## src/rtl/msk_tx_scheduler_if.sv

```systemverilog
// Byte-source handshake and modulator drive bundle for msk_tx_scheduler.
// master = byte sources / modulator side, slave = the scheduler itself.
interface msk_tx_scheduler_if;
  logic       req_a;
  logic [7:0] data_a;
  logic       ack_a;
  logic       req_b;
  logic [7:0] data_b;
  logic       ack_b;
  logic [7:0] mod_data;
  logic       mod_enable;
  logic       mod_rst_n;
  logic       busy;
  logic       grant_id;
  logic       byte_done;

  modport master (
    output req_a, data_a, req_b, data_b,
    input  ack_a, ack_b, mod_data, mod_enable, mod_rst_n, busy, grant_id, byte_done
  );

  modport slave (
    input  req_a, data_a, req_b, data_b,
    output ack_a, ack_b, mod_data, mod_enable, mod_rst_n, busy, grant_id, byte_done
  );
endinterface

```

## src/rtl/msk_tx_scheduler.sv

```systemverilog
// MSK TX scheduler: round-robin arbitration of two byte sources, one byte per SEND period.
// Optional MSK_SCHED_PREAMBLE_EN: an 0xAA preamble byte precedes every burst started from IDLE.
//
// state  | meaning
// IDLE   | no byte in flight, modulator held in reset
// LOAD   | arbitrate, latch byte, pulse ack (or load preamble)
// SEND   | modulator enabled for SAMPLES_PER_BIT*BITS_PER_BYTE cycles
// GAP    | modulator reset pulse between bytes
module msk_tx_scheduler #(
  parameter int SAMPLES_PER_BIT = 32,
  parameter int BITS_PER_BYTE   = 8,
  parameter int GAP_CYCLES      = 2
) (
  input  logic              i_g_clk_tx,
  input  logic              i_reset,
  msk_tx_scheduler_if.slave bus
);

  localparam int SEND_LEN = SAMPLES_PER_BIT * BITS_PER_BYTE;
  localparam int CNT_W    = $clog2(SEND_LEN) + 1;
  localparam logic [CNT_W-1:0] SEND_LAST = CNT_W'(SEND_LEN - 1);
  localparam logic [CNT_W-1:0] GAP_LAST  = CNT_W'(GAP_CYCLES - 1);
  localparam logic [7:0]       PREAMBLE  = 8'hAA;

  typedef enum logic [1:0] {S_IDLE, S_LOAD, S_SEND, S_GAP} state_t;

  state_t           r_state;
  state_t           w_next;
  logic [CNT_W-1:0] r_cnt;
  logic [7:0]       r_mod_data;
  logic             r_grant;
  logic             r_rr;
  logic             w_any_req;
  logic             w_pick_b;
  logic             w_serve;
  logic             w_pre_now;
  logic             w_cnt_zero;

`ifdef MSK_SCHED_PREAMBLE_EN
  logic r_pre;
  assign w_pre_now = (r_state == S_LOAD) && r_pre;
`else
  assign w_pre_now = 1'b0;
`endif

  assign w_any_req  = bus.req_a | bus.req_b;
  // B wins when it is alone or when the round-robin pointer favours it
  assign w_pick_b   = bus.req_b & (~bus.req_a | r_rr);
  assign w_serve    = (r_state == S_LOAD) && w_any_req && !w_pre_now;
  assign w_cnt_zero = (r_cnt == '0);

  always_comb begin
    w_next = r_state;
    case (r_state)
      S_IDLE: if (w_any_req) w_next = S_LOAD;
      S_LOAD: w_next = (w_pre_now || w_any_req) ? S_SEND : S_IDLE;
      S_SEND: if (w_cnt_zero) w_next = S_GAP;
      S_GAP:  if (w_cnt_zero) w_next = w_any_req ? S_LOAD : S_IDLE;
      default: w_next = S_IDLE;
    endcase
  end

  always_ff @(posedge i_g_clk_tx) begin
    if (i_reset) begin
      r_state    <= S_IDLE;
      r_cnt      <= '0;
      r_mod_data <= 8'h00;
      r_grant    <= 1'b0;
      r_rr       <= 1'b0;
`ifdef MSK_SCHED_PREAMBLE_EN
      r_pre      <= 1'b0;
`endif
    end else begin
      r_state <= w_next;
      case (r_state)
        S_IDLE: begin
`ifdef MSK_SCHED_PREAMBLE_EN
          if (w_any_req) r_pre <= 1'b1;
`endif
        end
        S_LOAD: begin
          r_cnt <= SEND_LAST;
          if (w_pre_now) begin
            r_mod_data <= PREAMBLE;
            r_grant    <= 1'b0;
`ifdef MSK_SCHED_PREAMBLE_EN
            r_pre      <= 1'b0;
`endif
          end else if (w_serve) begin
            r_mod_data <= w_pick_b ? bus.data_b : bus.data_a;
            r_grant    <= w_pick_b;
            r_rr       <= ~w_pick_b;
          end
        end
        S_SEND: r_cnt <= w_cnt_zero ? GAP_LAST : r_cnt - 1'b1;
        S_GAP:  if (!w_cnt_zero) r_cnt <= r_cnt - 1'b1;
        default: ;
      endcase
    end
  end

  assign bus.ack_a      = w_serve && !w_pick_b;
  assign bus.ack_b      = w_serve && w_pick_b;
  assign bus.mod_data   = r_mod_data;
  assign bus.mod_enable = (r_state == S_SEND);
  assign bus.mod_rst_n  = (r_state == S_LOAD) || (r_state == S_SEND);
  assign bus.busy       = (r_state != S_IDLE);
  assign bus.grant_id   = r_grant;
  assign bus.byte_done  = (r_state == S_SEND) && w_cnt_zero;

endmodule
```

## src/flat_wrapper.sv

```systemverilog
// flat-port wrapper written by rule: the top's interface ports become plain ports
module msk_tx_scheduler_flat 
#(
  parameter int SAMPLES_PER_BIT = 32,
  parameter int BITS_PER_BYTE   = 8,
  parameter int GAP_CYCLES      = 2
)
  (i_g_clk_tx, i_reset, bus_req_a, bus_data_a, bus_req_b, bus_data_b, bus_ack_a, bus_ack_b, bus_mod_data, bus_mod_enable, bus_mod_rst_n, bus_busy, bus_grant_id, bus_byte_done);
  msk_tx_scheduler_if bus_i ();
  input  logic i_g_clk_tx;
  input  logic i_reset;
  input wire logic [$bits(bus_i.req_a)-1:0] bus_req_a;
  input wire logic [$bits(bus_i.data_a)-1:0] bus_data_a;
  input wire logic [$bits(bus_i.req_b)-1:0] bus_req_b;
  input wire logic [$bits(bus_i.data_b)-1:0] bus_data_b;
  output wire logic [$bits(bus_i.ack_a)-1:0] bus_ack_a;
  output wire logic [$bits(bus_i.ack_b)-1:0] bus_ack_b;
  output wire logic [$bits(bus_i.mod_data)-1:0] bus_mod_data;
  output wire logic [$bits(bus_i.mod_enable)-1:0] bus_mod_enable;
  output wire logic [$bits(bus_i.mod_rst_n)-1:0] bus_mod_rst_n;
  output wire logic [$bits(bus_i.busy)-1:0] bus_busy;
  output wire logic [$bits(bus_i.grant_id)-1:0] bus_grant_id;
  output wire logic [$bits(bus_i.byte_done)-1:0] bus_byte_done;
  assign bus_i.req_a = bus_req_a;
  assign bus_i.data_a = bus_data_a;
  assign bus_i.req_b = bus_req_b;
  assign bus_i.data_b = bus_data_b;
  assign bus_ack_a = bus_i.ack_a;
  assign bus_ack_b = bus_i.ack_b;
  assign bus_mod_data = bus_i.mod_data;
  assign bus_mod_enable = bus_i.mod_enable;
  assign bus_mod_rst_n = bus_i.mod_rst_n;
  assign bus_busy = bus_i.busy;
  assign bus_grant_id = bus_i.grant_id;
  assign bus_byte_done = bus_i.byte_done;
  msk_tx_scheduler #(.SAMPLES_PER_BIT(SAMPLES_PER_BIT), .BITS_PER_BYTE(BITS_PER_BYTE), .GAP_CYCLES(GAP_CYCLES)) u_core (.i_g_clk_tx(i_g_clk_tx), .i_reset(i_reset), .bus(bus_i));
endmodule
```

## config.mk

```make
export PLATFORM = sky130hd
export DESIGN_NAME = msk_tx_scheduler_flat
export DESIGN_NICKNAME = d
export VERILOG_FILES = /design/src/rtl/msk_tx_scheduler_if.sv /design/src/rtl/msk_tx_scheduler.sv /design/src/flat_wrapper.sv
export SDC_FILE = /design/constraint.sdc
export NUM_CORES = 1
export LEC_CHECK = 0
export ABC_CLOCK_PERIOD_IN_PS = 5050
export BUFFER_PORTS_ARGS = -buffer_cell sky130_fd_sc_hd__buf_2
export CORE_MARGIN = 2
export CORE_UTILIZATION = 53
export DETAILED_ROUTE_END_ITERATION = 8
export GPL_ROUTABILITY_DRIVEN = 0
export PLACE_DENSITY = 0.93
export SYNTH_ARGS = -nofsm -noshare
export SYNTH_HDL_FRONTEND = slang
export SYNTH_SLANG_ARGS = --single-unit
```

## constraint.sdc

```tcl
create_clock -name i_g_clk_tx -period 5.05 [get_ports i_g_clk_tx]
set_input_delay 1.2625 -clock i_g_clk_tx [delete_from_list [all_inputs] [get_ports i_g_clk_tx]]
set_output_delay 1.2625 -clock i_g_clk_tx [all_outputs]
set_load 0.03 [all_outputs]
```

==> impl_metrics.ini <==
[pwr]
power_switching_uw = 356
clockPowerShare_pct = 10.7
powerDensity_nw_per_um2 = 571
p_comb_share_pct = 52.9
vdd_drop_max_v = 0.000320
p_sw_share_pct = 47.0
internal_power_uw = 402
power.leakage_nw = 0.612
power.total_uw = 757
seqPwrFrac_pct = 36.4

[floorplanning]
dieArea_um2 = 2460
fp.coreArea_um2 = 1960
num_rows = 16
die_x_um = 49.6
boundaryPins = 35
dieHeight_um = 49.6
start_util_pct = 56.2

[timing]
rsz0062_at_grt = no
max_freq_ghz = 0.278
timing.setup.tns_ns = 0
fin_crit_sh_pct = 71.2
maxSlewHeadroom_pct = 20.3
setup_viol = 0
tightest_slew_ns = 1.18
finalHoldViolCount = 0
slew_viol_final = 0
fin_crit_ns = 3.60
fin_skew_ns = 0.00312

[finish]
final_common_cell = buf_2
nNetsFinal = 189
syn_to_final_growth_pct = 20.2
drive_above_1_share_pct = 28.4
seq_area_um2 = 420
fill_cells = 170
multiInputGateArea_um2 = 627
n_antenna_cell = 0
mostFrequentLayoutCells = buf_2 (34), dfxtp_1 (21), nor2_1 (20)

[clock_tree]
cts_tree = yes
clockBufferDepth = 2
root_buffer = clkbuf_4
worst_skew_pair.late_latency_ns = 0.30
clkSinkCount = 21
postCtsSetupRepairBufs = 0
htree_levels = 1
cts.clk_slew.worst_paths_ns = 0.11
cts_buffers = 3
holdBufCountCts = 0
cts_resized = 0

[yosys]
avgSynthCellArea_um2 = 8.69
syn_area_um2 = 1100
yosys_warnings = 0
synth_cell_types = 37
syn_inst = 127
syn_nets = 153
seq_area_frac_synth_pct = 38.1
ys_seq_elements = 21

[routing]
drtIter0Drc = 78
drc = 0
routed_via_density = 6.23
finalWirelength_um = 2810
ant_nets = 0
vias = 1178
wire_per_inst_um = 14.9
drtPass1Iterations = 5

[worst_setup_path]
crit_required_ns = 3.79
max_stage_delay_ns = 0.57
path_cells = buf_2 > nand2_1 > a21oi_1 > buf_2
crit_type = in2out
crit_fanout = 10
cp_slowest_cell = a21oi_1
end_kind = output pin
crit_top_cell = buf_2
arrival_ns = 2.33
startpoint_type = primary input

[global_routing]
antenna_found_initial = 0
grt_start_max_net_pins = 22
grt_pass1_wl_um = 4550
grt_pass1_vias = 1090
gr-total-overflow = 0
track_usage_pct = 23.6

[run]
maxCapViolations = 0

[outcome]
outcome = completed

[worst_hold_path]
min_path_type = reg2reg

[placed_design]
port_buffers = 34
hpwl_um = 2080
-- area by class of cell --
type / instances / area share (%)
well taps: 27 / 2.55
repair buffers: 35 / 13.4
clock buffers: 4 / 1.98
multi-input cells: 91 / 47.3
flip-flops and latches: 21 / 31.7
inverters: 11 / 3.11
-- per-layer routing --
layer	up-vias	GRT usage, %	share of wire (%)	wire (um)
li1	553	-	-	-
met1	560	28.2	40	1130
met2	59	41.6	51	1440
met3	6	3.64	6.2	173
met4	0	9.72	2.3	65
met5	-	0	0	0
-- worst max-delay path: cells and delay by family --
family / cells / cell delay, ns
compound gates: 1 / 0.57
simple gates: 1 / 0.06
buf+inv: 2 / 0.43
-- logic make-up (layout without fill, tap and decap cells) --
kind of cell / after synthesis / count (layout) / share of synthesized area [%]
compound gates: 40 / 40 / 26.8
fa+ha+maj: 6 / 6 / 6.80
flops: 21 / 21 / 38.1
buf+inv: 15 / 50 / 5.10
simple gates: 45 / 45 / 23.2
-- synth_stat cells (all sizes together) --
master   number  share of area, %
nand4         1              0.57
clkbuf        3               1.0
nor3          2              0.91
a21oi         8               3.6
or4           1               1.0
a222oi        8               7.3
a2111oi       1              0.79
and3          4               2.4
nor2         20               6.8
a41o          1              0.91
o21ai         7               3.5
nand2b        1              0.57
a22oi         2               1.4
or2           1              0.57
or3           2               1.1
nand3         1              0.45
inv          11               3.7
a31oi         4               2.3
nand2         6               2.3
ha            6               6.8
buf           1              0.34
o21bai        1              0.68
o22ai         3               1.7
a311oi        2               2.2
o41ai         1              0.79
nor4b         1               2.2
dfxtp        21                38
or4b          2               2.2
nor4          3               2.3
o31ai         1              0.68
o221a         1               1.0
-- final timing paths --
kind                                                        from                               end  slack (ns)  cells after the start
worst min register to register  u_core.bus.grant_id$_SDFFE_PP0P_  u_core.bus.grant_id$_SDFFE_PP0P_        0.51                      2
worst min-delay path            u_core.bus.grant_id$_SDFFE_PP0P_  u_core.bus.grant_id$_SDFFE_PP0P_        0.51                      2
worst max-delay path                                   bus_req_b                         bus_ack_b        1.45                      4
worst max register to register      u_core.r_cnt[0]$_SDFFE_PP0P_      u_core.r_cnt[5]$_SDFFE_PP0P_        3.21                      6
-- power by group through the flow --
| stage | registers, mW | logic (mW) | clock network (mW) |
|---|---|---|---|
| after floorplan | 0.290 | 0.283 | 0 |
| after global placement | 0.273 | 0.374 | 0 |
| after detailed placement | 0.278 | 0.394 | 0 |
| after CTS | 0.275 | 0.398 | 0.0825 |
| after global routing | 0.283 | 0.433 | 0.0878 |
| final | 0.275 | 0.401 | 0.0811 |
-- per-stage QoR --
| stage | setup slack [ns] | cells | util, % | hold WS (ns) | cell area [um2] |
|---|---|---|---|---|---|
| 2_1_floorplan | 1.71 | 127 | - | 0.468 | 1100 |
| 3_3_place_gp | 1.53 | 185 | 66.3 | 0.467 | 1300 |
| 3_5_place_dp | 1.48 | 185 | 66.3 | 0.476 | 1300 |
| 4_1_cts | 1.48 | 189 | 67.6 | 0.506 | 1330 |
| 5_1_grt | 1.32 | 189 | 67.6 | 0.535 | 1330 |
| 6_report | 1.45 | 189 | 67.6 | 0.506 | 1330 |
-- state kept, by name, summed over array words and instances, names as in the netlist, named ones only --
name	cells
u_core.r_cnt	9
u_core.r_rr	1
u_core.bus.mod_data	8
u_core.bus.grant_id	1
u_core.r_state	1
No activity file was read; power rests on OpenSTA's default activity.
